File: src/rtl/mem_port_arbiter_if.sv
// Bus bundle between the CPU fetch / load-store ports, the arbiter and the Memory.
// master = CPU + Memory side, slave = arbiter side.
interface mem_port_arbiter_if #(
    parameter int ADDR_WIDTH = 32,
    parameter int DATA_WIDTH = 32
);
    logic                  if_req;
    logic [ADDR_WIDTH-1:0] if_addr;
    logic                  if_gnt;
    logic                  if_rvalid;
    logic [DATA_WIDTH-1:0] if_rdata;

    logic                  d_req;
    logic                  d_we;
    logic [ADDR_WIDTH-1:0] d_addr;
    logic [DATA_WIDTH-1:0] d_wdata;
    logic                  d_gnt;
    logic                  d_rvalid;
    logic [DATA_WIDTH-1:0] d_rdata;

    logic [ADDR_WIDTH-1:0] mem_addr;
    logic                  mem_ren;
    logic                  mem_wen;
    logic [DATA_WIDTH-1:0] mem_din;
    logic [DATA_WIDTH-1:0] mem_dout;

    modport master (
        output if_req, if_addr, d_req, d_we, d_addr, d_wdata, mem_dout,
        input  if_gnt, if_rvalid, if_rdata, d_gnt, d_rvalid, d_rdata,
               mem_addr, mem_ren, mem_wen, mem_din
    );

    modport slave (
        input  if_req, if_addr, d_req, d_we, d_addr, d_wdata, mem_dout,
        output if_gnt, if_rvalid, if_rdata, d_gnt, d_rvalid, d_rdata,
               mem_addr, mem_ren, mem_wen, mem_din
    );
endinterface

File: src/rtl/mem_port_arbiter.sv
// Shares one single-ported memory between the fetch port and the load/store port:
// one access in flight, round-robin under contention, fixed MEM_LATENCY access cycles.
module mem_port_arbiter #(
    parameter int ADDR_WIDTH  = 32,
    parameter int DATA_WIDTH  = 32,
    parameter int MEM_LATENCY = 1
) (
    input  logic              clock,
    input  logic              reset,
    mem_port_arbiter_if.slave bus
);
    localparam int CW = (MEM_LATENCY < 1) ? 1 : $clog2(MEM_LATENCY + 1);
    localparam logic [CW-1:0] LAT_LOAD = CW'(MEM_LATENCY);
    localparam logic [CW-1:0] CNT_LAST = CW'(1);

    generate
        if (MEM_LATENCY < 1) begin : g_bad_latency
            $fatal(1, "mem_port_arbiter: MEM_LATENCY must be >= 1");
        end
    endgenerate

    typedef enum logic {IDLE, BUSY} state_t;
    typedef enum logic {OWN_FETCH, OWN_DATA} owner_t;

    state_t        state_q, state_d;
    owner_t        owner_q, last_owner_q;
    logic [CW-1:0] count_q;
    logic          we_q;
    logic          grant_fetch, grant_data;
    logic          ren, wen;
    logic          last_cycle;

    assign last_cycle = (state_q == BUSY) && (count_q == CNT_LAST);

    always_ff @(posedge clock) begin
        if (reset) state_q <= IDLE;
        else       state_q <= state_d;
    end

    // Grants are gated by reset so nothing is accepted while reset is held.
    always_comb begin
        state_d     = state_q;
        grant_fetch = 1'b0;
        grant_data  = 1'b0;
        ren         = 1'b0;
        wen         = 1'b0;
        case (state_q)
            IDLE: begin
                if (!reset) begin
                    if (bus.if_req && bus.d_req) begin
                        if (last_owner_q == OWN_FETCH) grant_data  = 1'b1;
                        else                           grant_fetch = 1'b1;
                    end else begin
                        grant_fetch = bus.if_req;
                        grant_data  = bus.d_req;
                    end
                    if (grant_fetch || grant_data) state_d = BUSY;
                end
            end
            BUSY: begin
                ren = (owner_q == OWN_FETCH) || !we_q;
                wen = (owner_q == OWN_DATA) && we_q;
                if (count_q == CNT_LAST) state_d = IDLE;
            end
            default: state_d = IDLE;
        endcase
    end

    assign bus.if_gnt  = grant_fetch;
    assign bus.d_gnt   = grant_data;
    assign bus.mem_ren = ren;
    assign bus.mem_wen = wen;

    always_ff @(posedge clock) begin
        if (reset) begin
            count_q       <= '0;
            owner_q       <= OWN_FETCH;
            last_owner_q  <= OWN_FETCH;
            we_q          <= 1'b0;
            bus.mem_addr  <= '0;
            bus.mem_din   <= '0;
            bus.if_rdata  <= '0;
            bus.d_rdata   <= '0;
            bus.if_rvalid <= 1'b0;
            bus.d_rvalid  <= 1'b0;
        end else begin
            bus.if_rvalid <= 1'b0;
            bus.d_rvalid  <= 1'b0;
            if (grant_fetch || grant_data) begin
                count_q      <= LAT_LOAD;
                owner_q      <= grant_data ? OWN_DATA : OWN_FETCH;
                last_owner_q <= grant_data ? OWN_DATA : OWN_FETCH;
                we_q         <= grant_data && bus.d_we;
                bus.mem_addr <= grant_data ? bus.d_addr : bus.if_addr;
                if (grant_data) bus.mem_din <= bus.d_wdata;
            end else if (state_q == BUSY) begin
                count_q <= count_q - CNT_LAST;
                if (last_cycle) begin
                    if (owner_q == OWN_FETCH) begin
                        bus.if_rdata  <= bus.mem_dout;
                        bus.if_rvalid <= 1'b1;
                    end else begin
                        if (!we_q) bus.d_rdata <= bus.mem_dout;
                        bus.d_rvalid <= 1'b1;
                    end
                end
            end
        end
    end
endmodule

File: src/flat_wrapper.sv
// flat-port wrapper written by rule: the top's interface ports become plain ports
module mem_port_arbiter_flat 
#(
    parameter int ADDR_WIDTH  = 32,
    parameter int DATA_WIDTH  = 32,
    parameter int MEM_LATENCY = 1
)
  (clock, reset, bus_if_req, bus_if_addr, bus_d_req, bus_d_we, bus_d_addr, bus_d_wdata, bus_mem_dout, bus_if_gnt, bus_if_rvalid, bus_if_rdata, bus_d_gnt, bus_d_rvalid, bus_d_rdata, bus_mem_addr, bus_mem_ren, bus_mem_wen, bus_mem_din);
  mem_port_arbiter_if #(.ADDR_WIDTH(ADDR_WIDTH), .DATA_WIDTH(DATA_WIDTH)) bus_i ();
  input  logic clock;
  input  logic reset;
  input wire logic [$bits(bus_i.if_req)-1:0] bus_if_req;
  input wire logic [$bits(bus_i.if_addr)-1:0] bus_if_addr;
  input wire logic [$bits(bus_i.d_req)-1:0] bus_d_req;
  input wire logic [$bits(bus_i.d_we)-1:0] bus_d_we;
  input wire logic [$bits(bus_i.d_addr)-1:0] bus_d_addr;
  input wire logic [$bits(bus_i.d_wdata)-1:0] bus_d_wdata;
  input wire logic [$bits(bus_i.mem_dout)-1:0] bus_mem_dout;
  output wire logic [$bits(bus_i.if_gnt)-1:0] bus_if_gnt;
  output wire logic [$bits(bus_i.if_rvalid)-1:0] bus_if_rvalid;
  output wire logic [$bits(bus_i.if_rdata)-1:0] bus_if_rdata;
  output wire logic [$bits(bus_i.d_gnt)-1:0] bus_d_gnt;
  output wire logic [$bits(bus_i.d_rvalid)-1:0] bus_d_rvalid;
  output wire logic [$bits(bus_i.d_rdata)-1:0] bus_d_rdata;
  output wire logic [$bits(bus_i.mem_addr)-1:0] bus_mem_addr;
  output wire logic [$bits(bus_i.mem_ren)-1:0] bus_mem_ren;
  output wire logic [$bits(bus_i.mem_wen)-1:0] bus_mem_wen;
  output wire logic [$bits(bus_i.mem_din)-1:0] bus_mem_din;
  assign bus_i.if_req = bus_if_req;
  assign bus_i.if_addr = bus_if_addr;
  assign bus_i.d_req = bus_d_req;
  assign bus_i.d_we = bus_d_we;
  assign bus_i.d_addr = bus_d_addr;
  assign bus_i.d_wdata = bus_d_wdata;
  assign bus_i.mem_dout = bus_mem_dout;
  assign bus_if_gnt = bus_i.if_gnt;
  assign bus_if_rvalid = bus_i.if_rvalid;
  assign bus_if_rdata = bus_i.if_rdata;
  assign bus_d_gnt = bus_i.d_gnt;
  assign bus_d_rvalid = bus_i.d_rvalid;
  assign bus_d_rdata = bus_i.d_rdata;
  assign bus_mem_addr = bus_i.mem_addr;
  assign bus_mem_ren = bus_i.mem_ren;
  assign bus_mem_wen = bus_i.mem_wen;
  assign bus_mem_din = bus_i.mem_din;
  mem_port_arbiter #(.ADDR_WIDTH(ADDR_WIDTH), .DATA_WIDTH(DATA_WIDTH), .MEM_LATENCY(MEM_LATENCY)) u_core (.clock(clock), .reset(reset), .bus(bus_i));
endmodule
File: config.mk
export PLATFORM = sky130hd
export DESIGN_NAME = mem_port_arbiter_flat
export DESIGN_NICKNAME = d
export VERILOG_FILES = /design/src/rtl/mem_port_arbiter_if.sv /design/src/rtl/mem_port_arbiter.sv /design/src/flat_wrapper.sv
export SDC_FILE = /design/constraint.sdc
export NUM_CORES = 1
export LEC_CHECK = 0
export ABC_AREA = 1
export CELL_PAD_IN_SITES_DETAIL_PLACEMENT = 1
export CELL_PAD_IN_SITES_GLOBAL_PLACEMENT = 1
export CORE_MARGIN = 5
export CORE_UTILIZATION = 25
export DETAILED_ROUTE_END_ITERATION = 12
export GPL_TIMING_DRIVEN = 0
export PLACE_DENSITY_LB_ADDON = 0.08
export SLEW_MARGIN = 20
export SYNTH_ARGS = -nofsm -noshare
export SYNTH_HDL_FRONTEND = slang
export SYNTH_SLANG_ARGS = --single-unit
File: constraint.sdc
create_clock -name clock -period 1.4 [get_ports clock]
set_clock_uncertainty 0.15 [all_clocks]
set_input_delay 0.28 -clock clock [delete_from_list [all_inputs] [get_ports clock]]
set_output_delay 0.28 -clock clock [all_outputs]
set_load 0.03 [all_outputs]
## Word level (Yosys, flattened, before mapping)

Cells that the tools add are included.

- Reduce and logical (&&, ||, !) cells: 13
- Add/sub/neg operators: 1
- Bitwise gates (word level): 5
- Multiplexer cells: 21

Operator list:

| cell | number |
|---|---|
| $mux 32 | 1 |
| $mux 1 | 19 |
| $not 1->1 | 5 |
| $reduce_and 5->1 | 1 |
| $logic_and 1x1->1 | 4 |
| $reduce_and 4->1 | 1 |
| $reduce_or 4->1 | 1 |
| $logic_or 1x1->1 | 3 |
| $pmux 1 s2 | 1 |
| $reduce_and 2->1 | 1 |
| $reduce_bool 2->1 | 1 |
| $logic_not 1->1 | 1 |
| $sub 1x1->1 const B | 1 |

- Bits in registers: 134
- Logic and storage cells: 50
- Output and inout bits: 134
- Input bits: 133

## Longest topological paths before layout

Gate-level depths: netlist (run 1).

- Depth after elaboration: 9
- Gate-level depth with buffers: 8
- Gate-level depth less buffers: 6

## Worst setup path before layout (run 1)

Ideal clock, no wire load.

- Path type: register to output
- Start point: reg u_core.owner_q
- End point: out bus_mem_wen
- Stages on the path, launching flop included: 3
- Slack: -0.186 ns
- Required time: 0.970 ns
- Arrival: 1.156 ns
- Buffers on the path: 0
- Cells stage by stage: dfxtp_1 > inv_1 > nor3_1

- Word-level cells in the longest chain between the ends: 2

RTL lines:

| what | RTL line | source |
|---|---|---|
| from (decl) | mem_port_arbiter.sv:26 | `owner_t owner_q, last_owner_q;` |
| from (signal assigned) | mem_port_arbiter.sv:91 | `owner_q <= grant_data ? OWN_DATA : OWN_FETCH;` |
| $logic_and 1x1->1 | mem_port_arbiter.sv:62 | `wen = (owner_q == OWN_DATA) && we_q;` |
| $mux 1 | mem_port_arbiter.sv:47 | `case (state_q)` |
| to (decl) | flat_wrapper.sv:27 | `output wire logic [$bits(bus_i.mem_wen)-1:0] bus_mem_wen;` |

Every way passes these cells.

## Worst setup path in the final report (run 1)

- Start point: reg u_core.state_q
- End point: out bus_if_gnt

- Word-level cells in the longest chain between the ends: 1

RTL lines:

| what | RTL line | source |
|---|---|---|
| from (decl) | mem_port_arbiter.sv:25 | `state_t state_q, state_d;` |
| from (signal assigned) | mem_port_arbiter.sv:37 | `else state_q <= state_d;` |
| $mux 1 | mem_port_arbiter.sv:47 |  |
| to (decl) | flat_wrapper.sv:19 | `output wire logic [$bits(bus_i.if_gnt)-1:0] bus_if_gnt;` |

Every way passes these cells.

==> results of run 1 <==
cell usage in the layout (no fill, tap or decap), types with 4 or more instances in the layout:
cell type        instances
clkbuf_1                 6
dfxtp_2                 11
clkbuf_16               24
nor2_4                   4
clkbuf_4                16
o21ai_2                 42
inv_1                   68
o21ai_1                 21
buf_12                   8
buf_8                   20
clkdlybuf4s50_1        129
bufinv_16                4
nand3_2                 26
nor2_2                  21
buf_6                   55
nand4_1                 34
nand2_1                 62
nand2_2                  6
o21ai_0                 30
nor2_1                 173
nand3_1                 37
buf_2                   10
dfxtp_1                121
clkinv_4                 6
buf_4                  100
clkbuf_2                 7
tightest hold or removal path, stage by stage:
cell and delay [ns]:
dlygate4sd2_1 0.25, nor2_1 0.05, a21oi_1 0.10
repair_timing:
action | CTS | global route
resized for setup | 974 | 268
cloned | 11 | 8
hold buffers | 0 | 0
setup endpoints to repair | 267 | 228
buffers inserted | 25 | 12
pin swaps | 18 | 24
flip-flops by register name, indices dropped and copies added, names as in the netlist, 32 cells and up:
| signal | cells |
|---|---|
| u_core.bus.mem_addr | 32 |
| u_core.bus.if_rdata | 32 |
| u_core.bus.mem_din | 32 |
| u_core.bus.d_rdata | 32 |
power breakdown:
group	internal, mW	switching, mW	total (mW)
combinational	1.53	1.79	3.32
clock	3.06	1.78	4.83
sequential	4.17	0.205	4.37
total	8.75	3.77	12.5
cell type report:
type,count,area (um^2)
Clock inverter,13,195
Fill cell,2456,10700
Multi-Input combinational cell,472,2600
Sequential cell,134,2700
Buffer,50,531
Clock buffer,19,443
Tap cell,275,344
Timing Repair Buffer,317,3160
Antenna cell,2,5.00
Inverter,74,305
synthesized netlist by cell type (3+ instances only):
| cell type | count | share of area |
|---|---|---|
| nor2_1 | 197 | 0.14 |
| dfxtp_1 | 134 | 0.50 |
| o21ai_0 | 96 | 0.090 |
| inv_1 | 71 | 0.050 |
| nand2_1 | 71 | 0.050 |
| nand3_1 | 64 | 0.060 |
| nand4_1 | 34 | 0.040 |
| clkbuf_1 | 23 | 0.016 |
| buf_2 | 19 | 0.018 |
| buf_6 | 4 | 0.0085 |
| buf_1 | 3 | 0.0021 |
| buf_4 | 3 | 0.0042 |
worst paths after layout:
check	from	end	slack (ns)	cells after the start
max	u_core.state_q	bus_if_gnt	-0.40	6
max reg2reg	u_core.state_q	u_core.bus.mem_addr[30]	-0.23	10
min	bus_d_req	u_core.state_q	0.16	3
min reg2reg	u_core.bus.d_rdata[26]	u_core.bus.d_rdata[26]	0.33	2
routing by layer:
layer	vias to the layer above	share of wire	GRT usage
met3	25	0.075	0.0663
met1	2631	0.40	0.200
met4	2	0.017	0.0442
li1	3023	-	-
met5	-	0.00031	0
met2	175	0.50	0.311
cell families after synthesis:
| family | count (synthesis) |
|---|---|
| AOI/OAI and AO/OA | 100 |
| and+or+nand+nor | 372 |
| buffers and inverters | 126 |
| DFF | 134 |
through the flow:
stage	setup slack, ns	util	TNS [ns]
2_1_floorplan	0.00326	-	0
3_3_place_gp	-1.43	0.398	-107.74
3_5_place_dp	-1.47	0.398	-111.40
4_1_cts	-0.435	0.453	-15.05
5_1_grt	-0.453	0.491	-26.31
6_report	-0.397	0.491	-16.92
==> flow_metrics.env, run 1 <==
export IMPL_power_leakage_nw=4.73
export IMPL_stdcell_area_mm2=0.0103
export IMPL_drtIter0Drc=188
export IMPL_placed_cells_incl_taps=1273
export IMPL_vias_per_cell=4.32
export IMPL_ys_ff_latch=134
export IMPL_via_count=5856
export IMPL_gp_congestion=0.770
export IMPL_startpoint_type="register"
export IMPL_power_density_mw_per_mm2=1220
export IMPL_cp_arrival_ns=1.37
export IMPL_cts_root_buf="clkbuf_16"
export IMPL_fp_row_count=53
export IMPL_layout_drive_gt1_share=0.362
export IMPL_synth_xor_area_share=0
export IMPL_syn_to_final_growth_pct=93.5
export IMPL_ant_nets=0
export IMPL_worst_pin_slew_ns=0.812
export IMPL_ios=267
export IMPL_drt_wl_total_mm=22.7
export IMPL_antenna_found_initial=4
export IMPL_critPathKind="register to primary output"
export IMPL_grt_overflow_total=0
export IMPL_ys_types=22
export IMPL_endpoint_kind="primary output"
export IMPL_fin_crit_sh=1.28
export IMPL_final_cells=1356
export IMPL_first_pass_iters=4
export IMPL_path_clk_slew_ns=0.07
export IMPL_synth_flop_cell="dfxtp_1"
export IMPL_power_total_mw=12.5
export IMPL_period_needed_ns=1.80
export IMPL_synth_compound_area_share=0.0953
export IMPL_cp_max_fo=3
export IMPL_yosysSeqAreaShare=0.505
export IMPL_grt_pass1_vias=5990
export IMPL_critical_path_top_delay_family="buffers and inverters"
export IMPL_die_height_um=156
export IMPL_syn_avg_cell_area_um2=7.26
export IMPL_placed_cell_area_mm2=0.00834
export IMPL_outcome="finished, violations left"
export IMPL_fmax_mhz=556
export IMPL_die_w_um=156
export IMPL_slowest_stage="dfxtp_4"
export IMPL_async_reset_ff_frac=0
export IMPL_max_stage_delay_ns=0.36
export IMPL_synth_fa_ha_area_frac=0
export IMPL_crit_required_ns=0.97
export IMPL_violations="negative setup slack"
export IMPL_core_area_mm2=0.0210
export IMPL_min_path_type="primary input to register"
export IMPL_worst_hold_slack_ns=0.160
export IMPL_ys_warn_count=0
export IMPL_vdd_drop_max_mv=0.543
export IMPL_hold_violations=0
export IMPL_relSlewSlack=0.459
export IMPL_setup_ws_ns=-0.397
export IMPL_synth_edff_count=0
export IMPL_cts_tree="done"
export IMPL_rsz0062_at_grt="yes"
export IMPL_drc=0
export IMPL_grt_usage=0.176
export IMPL_syn_nets=865
export IMPL_cp_cell_sequence="nor2_4, buf_6, nand3_4, buf_8, clkinv_4, buf_6"
export IMPL_cap_viol_max_count=0
export IMPL_synthMuxAreaShare=0
export IMPL_synth_simple_area_share=0.299
export IMPL_critPathBufInv=4
export IMPL_wl_per_cell_um=16.7
export IMPL_cts_htree_levels=4
export IMPL_grt_start_max_net_pins=17
export IMPL_cts_buffers=17
export IMPL_hpwl_mm=15.8
export IMPL_die_area_mm2=0.0243
export IMPL_io_buffers=266
export IMPL_slew_viol_final=0
export IMPL_layout_nets=1199
export IMPL_clock_sinks=134
export IMPL_synthCells=732
export IMPL_clock_latency_ns=0.41
export IMPL_setup_viol=136
export IMPL_start_util=0.254
export IMPL_grt_pass1_wl_mm=33.5
export IMPL_cts_path_max_buffers=2
export IMPL_cpMostUsedCell="buf_6"
export IMPL_synth_area_mm2=0.00532
export IMPL_synth_top_family_by_area="simple AND/OR/NAND/NOR gates"
No activity file was read; power rests on OpenSTA's default activity.
==> inputs of run 2 (changes only) <==
--- a/config.mk
+++ b/config.mk
@@ -12,7 +12,8 @@
 export CORE_UTILIZATION = 25
 export DETAILED_ROUTE_END_ITERATION = 12
 export GPL_TIMING_DRIVEN = 0
-export PLACE_DENSITY_LB_ADDON = 0.08
+export PLACE_DENSITY = 0.8
+export RECOVER_POWER = 50
 export SLEW_MARGIN = 20
 export SYNTH_ARGS = -nofsm -noshare
 export SYNTH_HDL_FRONTEND = slang
==> flow_metrics.env, run 2 (synthesized netlist as in run 1, its figures left out) <==
export IMPL_layout_drive_gt1_share=0.413
export IMPL_power_density_mw_per_mm2=1170
export IMPL_drt_wl_total_mm=25.6
export IMPL_relSlewSlack=0.611
export IMPL_grt_overflow_total=0
export IMPL_syn_to_final_growth_pct=102
export IMPL_rsz0062_at_grt="yes"
export IMPL_cp_arrival_ns=1.33
export IMPL_cts_path_max_buffers=2
export IMPL_wl_per_cell_um=18.7
export IMPL_min_path_type="primary input to register"
export IMPL_final_cells=1368
export IMPL_r2r_cells=11
export IMPL_cts_tree="done"
export IMPL_grt_pass1_vias=6709
export IMPL_vias_per_cell=4.63
export IMPL_violations="negative setup slack"
export IMPL_die_area_mm2=0.0243
export IMPL_fin_crit_sh=1.26
export IMPL_power_total_mw=12.5
export IMPL_ios=267
export IMPL_worst_pin_slew_ns=0.583
export IMPL_cp_max_fo=4
export IMPL_first_pass_iters=4
export IMPL_grt_pass1_wl_mm=37.7
export IMPL_slew_viol_final=0
export IMPL_drtIter0Drc=176
export IMPL_r2r_end="u_core.bus.d_rdata[8]"
export IMPL_vdd_drop_max_mv=0.690
export IMPL_grt_usage=0.198
export IMPL_layout_common_cells="nor2_1, clkdlybuf4s50_1, dfxtp_1"
export IMPL_crit_required_ns=0.97
export IMPL_hpwl_mm=16.4
export IMPL_critPathKind="register to primary output"
export IMPL_drc=0
export IMPL_layout_nets=1212
export IMPL_cts_htree_levels=4
export IMPL_fp_row_count=53
export IMPL_r2r_start="u_core.state_q"
export IMPL_path_clk_slew_ns=0.06
export IMPL_via_count=6329
export IMPL_hold_violations=0
export IMPL_worst_hold_slack_ns=0.181
export IMPL_fmax_mhz=568
export IMPL_setup_viol=138
export IMPL_endpoint_kind="primary output"
export IMPL_ff2ff_setup_slack_ns=-0.32
export IMPL_grt_start_max_net_pins=17
export IMPL_gp_congestion=0.826
export IMPL_cts_buffers=17
export IMPL_hp_start="bus_d_req"
export IMPL_outcome="finished, violations left"
export IMPL_power_leakage_nw=4.91
export IMPL_dp_slack_ns=-1.45
export IMPL_postCtsHoldBufs=0
export IMPL_die_w_um=156
export IMPL_min_to="u_core.state_q"
export IMPL_io_buffers=266
export IMPL_core_area_mm2=0.0210
export IMPL_final_common_cell="nor2_1"
export IMPL_setup_ws_ns=-0.362
export IMPL_fin_tns_setup_ns=-23.50
export IMPL_antenna_found_initial=3
export IMPL_startpoint_type="register"
export IMPL_period_needed_ns=1.76
export IMPL_hold_depth=3
export IMPL_ant_nets=0
export IMPL_die_height_um=156
export IMPL_cts_root_buf="clkbuf_16"
export IMPL_cap_viol_max_count=0
export IMPL_start_util=0.254
export IMPL_placed_cells_incl_taps=1273
export IMPL_clock_latency_ns=0.41
export IMPL_clock_sinks=134
run 2: worst max-delay path, cell delays in order, from the launching register on:
cell and delay [ns]:
dfxtp_4 0.37, a21oi_4 0.19, nand2_4 0.09, clkinv_4 0.07, buf_12 0.10, buf_8 0.11
run 2: worst max-delay path by stage:
stage / startpoint / endpoint / slack, ns / depth (start not counted)
final: u_core.owner_q / bus_d_gnt / -0.36 / 5
after global routing: u_core.owner_q / bus_d_gnt / -0.42 / 5
after CTS: u_core.state_q / bus_if_gnt / -0.41 / 5
after detailed placement: reset / bus_d_gnt / -1.45 / 6
after global placement: reset / bus_d_gnt / -1.42 / 6
after floorplan: u_core.state_q / bus_mem_ren / 0.003 / 2
run 2: repair_timing:
item	4_1_cts	5_1_grt
setup buffers	31	20
pin swaps	51	63
resized for setup	1076	278
endpoints found under the setup margin	268	219
gates cloned	22	3
run 2: routing by layer:
layer  global-route usage  routed length [um]
met3               0.0491                1590
met4               0.0617                 790
met1                0.217                9590
met5                    0                  19
met2                0.374               13600
run 2: layout make-up:
| type | count | area, um^2 |
|---|---|---|
| timing repair buffer | 331 | 3380 |
| buffer | 49 | 596 |
| multi-input combinational | 472 | 2780 |
| inverter | 74 | 310 |
| tap | 275 | 344 |
| fill | 2442 | 10200 |
| antenna | 1 | 2.50 |
| clock inverter | 15 | 169 |
| sequential | 134 | 2730 |
| clock buffer | 17 | 425 |
run 2: report_power, final:
part	leakage (nW)	total, mW	switching [mW]	internal, mW
logic	3.53	3.55	1.91	1.64
registers	1.11	4.42	0.245	4.17
clock network	0.272	4.57	1.90	2.67
total	4.91	12.5	4.05	8.48
run 2: through the flow:
step,util,area (um^2)
finish,0.512,10700
global route,0.512,10700
CTS,0.480,10100
detailed placement,0.398,8340
global placement,0.398,8340
floorplan,-,5340
==> RTL edit, RTL diff (config.mk and constraints of run 1) <==
`ADDR_WIDTH` is set to 32 in 3 places; all go to 16.
--- a/src/rtl/mem_port_arbiter_if.sv
+++ b/src/rtl/mem_port_arbiter_if.sv
@@ -3,3 +3,3 @@
 interface mem_port_arbiter_if #(
-    parameter int ADDR_WIDTH = 32,
+    parameter int ADDR_WIDTH = 16,
     parameter int DATA_WIDTH = 32
--- a/src/rtl/mem_port_arbiter.sv
+++ b/src/rtl/mem_port_arbiter.sv
@@ -3,3 +3,3 @@
 module mem_port_arbiter #(
-    parameter int ADDR_WIDTH  = 32,
+    parameter int ADDR_WIDTH  = 16,
     parameter int DATA_WIDTH  = 32,
--- a/src/flat_wrapper.sv
+++ b/src/flat_wrapper.sv
@@ -3,3 +3,3 @@
 #(
-    parameter int ADDR_WIDTH  = 32,
+    parameter int ADDR_WIDTH  = 16,
     parameter int DATA_WIDTH  = 32,
Interface: changed (resized bus_d_addr, bus_if_addr and bus_mem_addr); port bits go from 267 to 219. No check against the original RTL was run, so the function may have changed too.
==> RTL edit against run 1 <==
  * The flow still finishes with violations (setup timing)
  * Setup slack got worse by 0.0094 ns
  * Routed wire length shrank 17%
  * Synthesized area down 16%
  * Sequential cell count decreased by 16
  * Total power is 16% lower
  * Sequential power shrank 12%
  * Non-clock buffer count is 80 lower
  * Final area is 20% lower
  * Critical endpoint is now bus_d_gnt
==> RTL edit: results (changes against run 1) <==
- Failing checks: setup timing
- The number of detailed-route iterations in the first pass was 4 (unchanged).
- The biggest cell delay along the critical path is 0.36 ns (about the same).
- The largest driver fanout on the critical path came to 4 (+1).
* Fill cell total of the finished layout: 2038 (-17%)
- Cell variety after synth: 19 (-14%)
- The highest ir drop seen on vdd came to 0.815 mV (+50%).
* Mean routed wirelength per cell: 17.1 um (+2.2%)
- The TritonCTS buffer count is 17 (unchanged).
- The leakage power is 3.74 nW (-21%).
* Final critical-path setup slack: -0.406 ns (-0.00940 ns)
- The register clock-pin slew on the reported worst setup and hold paths came to 0.05 ns (-0.02 ns).
- The routed wire length is 18800 um (-17%).
- Post-synthesis cell count: 591 (-19%)
- Weighted congestion at the end of routability-driven global placement: 0.772 (+0.21%)
- Leading registers by flop count: u_core.bus.d_rdata: 32 flops, u_core.bus.if_rdata: 32 flops, u_core.bus.mem_din: 32 flops
- The global-route total usage across every layer is 0.169 (-0.00756).
* Buffers added on ports: 218 (-18%)
- The worst slack at placement is -1.33 ns (+0.134 ns).
- Synth cell count leaders: 197 x sky130_fd_sc_hd__nor2_1, 118 x sky130_fd_sc_hd__dfxtp_1, 96 x sky130_fd_sc_hd__o21ai_0, 39 x sky130_fd_sc_hd__nand2_1, 37 x sky130_fd_sc_hd__inv_1
* Cell area power density: 1280 nW/um^2 (+4.9%)
- Async S/R FF share, synth: 0 (unchanged)
* Mapped Nets: 692 (-20%)
- Layout cell share with drive strength beyond 1: 0.350 (-0.0122)
- The initial antenna violation count was 2 (-2).
- Run status: finished with violations
- Vias per std cell: 4.48 (+3.8%)
- The worst relative slew slack came to 0.564 (+0.106).
* Total placed instance area: 6940 um^2 (-17%)
- The register area share after synthesis is 0.530 (+0.0256).
* Yosys warnings: 0 (unchanged)
- The cell total after placement came to 1034 (-19%).
* Number of global-route vias before repair: 5238 (-13%)
* Synth area leaders: sky130_fd_sc_hd__dfxtp_1 53%, sky130_fd_sc_hd__nor2_1 17%, sky130_fd_sc_hd__o21ai_0 11%, sky130_fd_sc_hd__nand3_1 3.7%, sky130_fd_sc_hd__nand2_1 3.3%
- Sum of net half-perimeters after detailed placement: 13200 um (-16%)
* 1st-iter DRT viols: 174 (-7.4%)
- The net total in the final layout came to 961 (-20%).
* Global-route wire length before repair: 27100 um (-19%)
* Endpoints failing setup: 118 (-13%)
- Fin Setup TNS: -17.06 ns (-0.146 ns)
==> RTL edit: changes by cell type in the layout (fill, tap and decap cells not counted), moves of 16 or more <==
cell,change
sky130_fd_sc_hd__nand2_1,-26
sky130_fd_sc_hd__clkdlybuf4s50_1,-32
sky130_fd_sc_hd__inv_1,-35
sky130_fd_sc_hd__nand4_1,-16
sky130_fd_sc_hd__buf_6,-36
sky130_fd_sc_hd__nand3_2,-25
==> RTL edit: area by class of cell <==
| class | instances | share of cell area |
|---|---|---|
| Inverter | 42 | 0.0222 |
| Clock inverter | 8 | 0.00899 |
| Timing Repair Buffer | 250 | 0.287 |
| Buffer | 37 | 0.0509 |
| Sequential cell | 118 | 0.289 |
| Tap cell | 225 | 0.0343 |
| Timing Repair inverter | 1 | 0.000762 |
| Multi-Input combinational cell | 393 | 0.245 |
| Clock buffer | 22 | 0.0602 |
| Antenna cell | 2 | 0.000609 |
==> RTL edit: per-layer routing <==
metal	global-route usage	wire (um)	share of wire	up-vias
met5	0	0	0	-
met4	0.0649	456	0.024	0
met3	0.0463	1000	0.053	30
met2	0.295	9410	0.50	134
met1	0.196	7890	0.42	2304
li1	-	-	-	2453
==> RTL edit: what timing repair did <==
action                                  4_1_cts  5_1_grt
gates cloned                                  0       14
endpoints found under the setup margin      236      167
pin swaps                                     3       15
resized for setup                           717      251
setup buffers                                10       11
==> RTL edit: critical path, delay by kind of cell (launching register included) <==
| family | cells | cell delay [ns] |
|---|---|---|
| buffers and inverters | 3 | 0.28 |
| AOI/OAI and AO/OA | 1 | 0.23 |
| DFF | 1 | 0.36 |
| and+or+nand+nor | 1 | 0.10 |
==> RTL edit: power breakdown <==
group / total (mW) / leakage [nW] / internal, mW / switching [mW]
combinational: 2.52 / 2.49 / 1.11 / 1.40
clock: 4.15 / 0.280 / 2.64 / 1.51
sequential: 3.83 / 0.968 / 3.65 / 0.178
==> RTL edit: path summary, 6_finish.rpt <==
kind	end	cells past startpoint	slack [ns]	startpoint
hold reg to reg	u_core.bus.d_rdata[23]	2	0.32	u_core.bus.d_rdata[23]
setup reg to reg	u_core.bus.mem_addr[7]	9	-0.28	u_core.owner_q
setup / recovery	bus_d_gnt	5	-0.41	u_core.owner_q
hold / removal	u_core.bus.if_rvalid	2	0.20	reset
==> RTL edit: kinds of logic (layout without fill, tap and decap cells) <==
logic type | after synthesis | in the layout | synth area share
simple gates | 292 | 293 | 0.270
flops | 118 | 118 | 0.530
compound gates | 100 | 100 | 0.115
buf+inv | 81 | 360 | 0.0843
other cells | 0 | 2 | 0
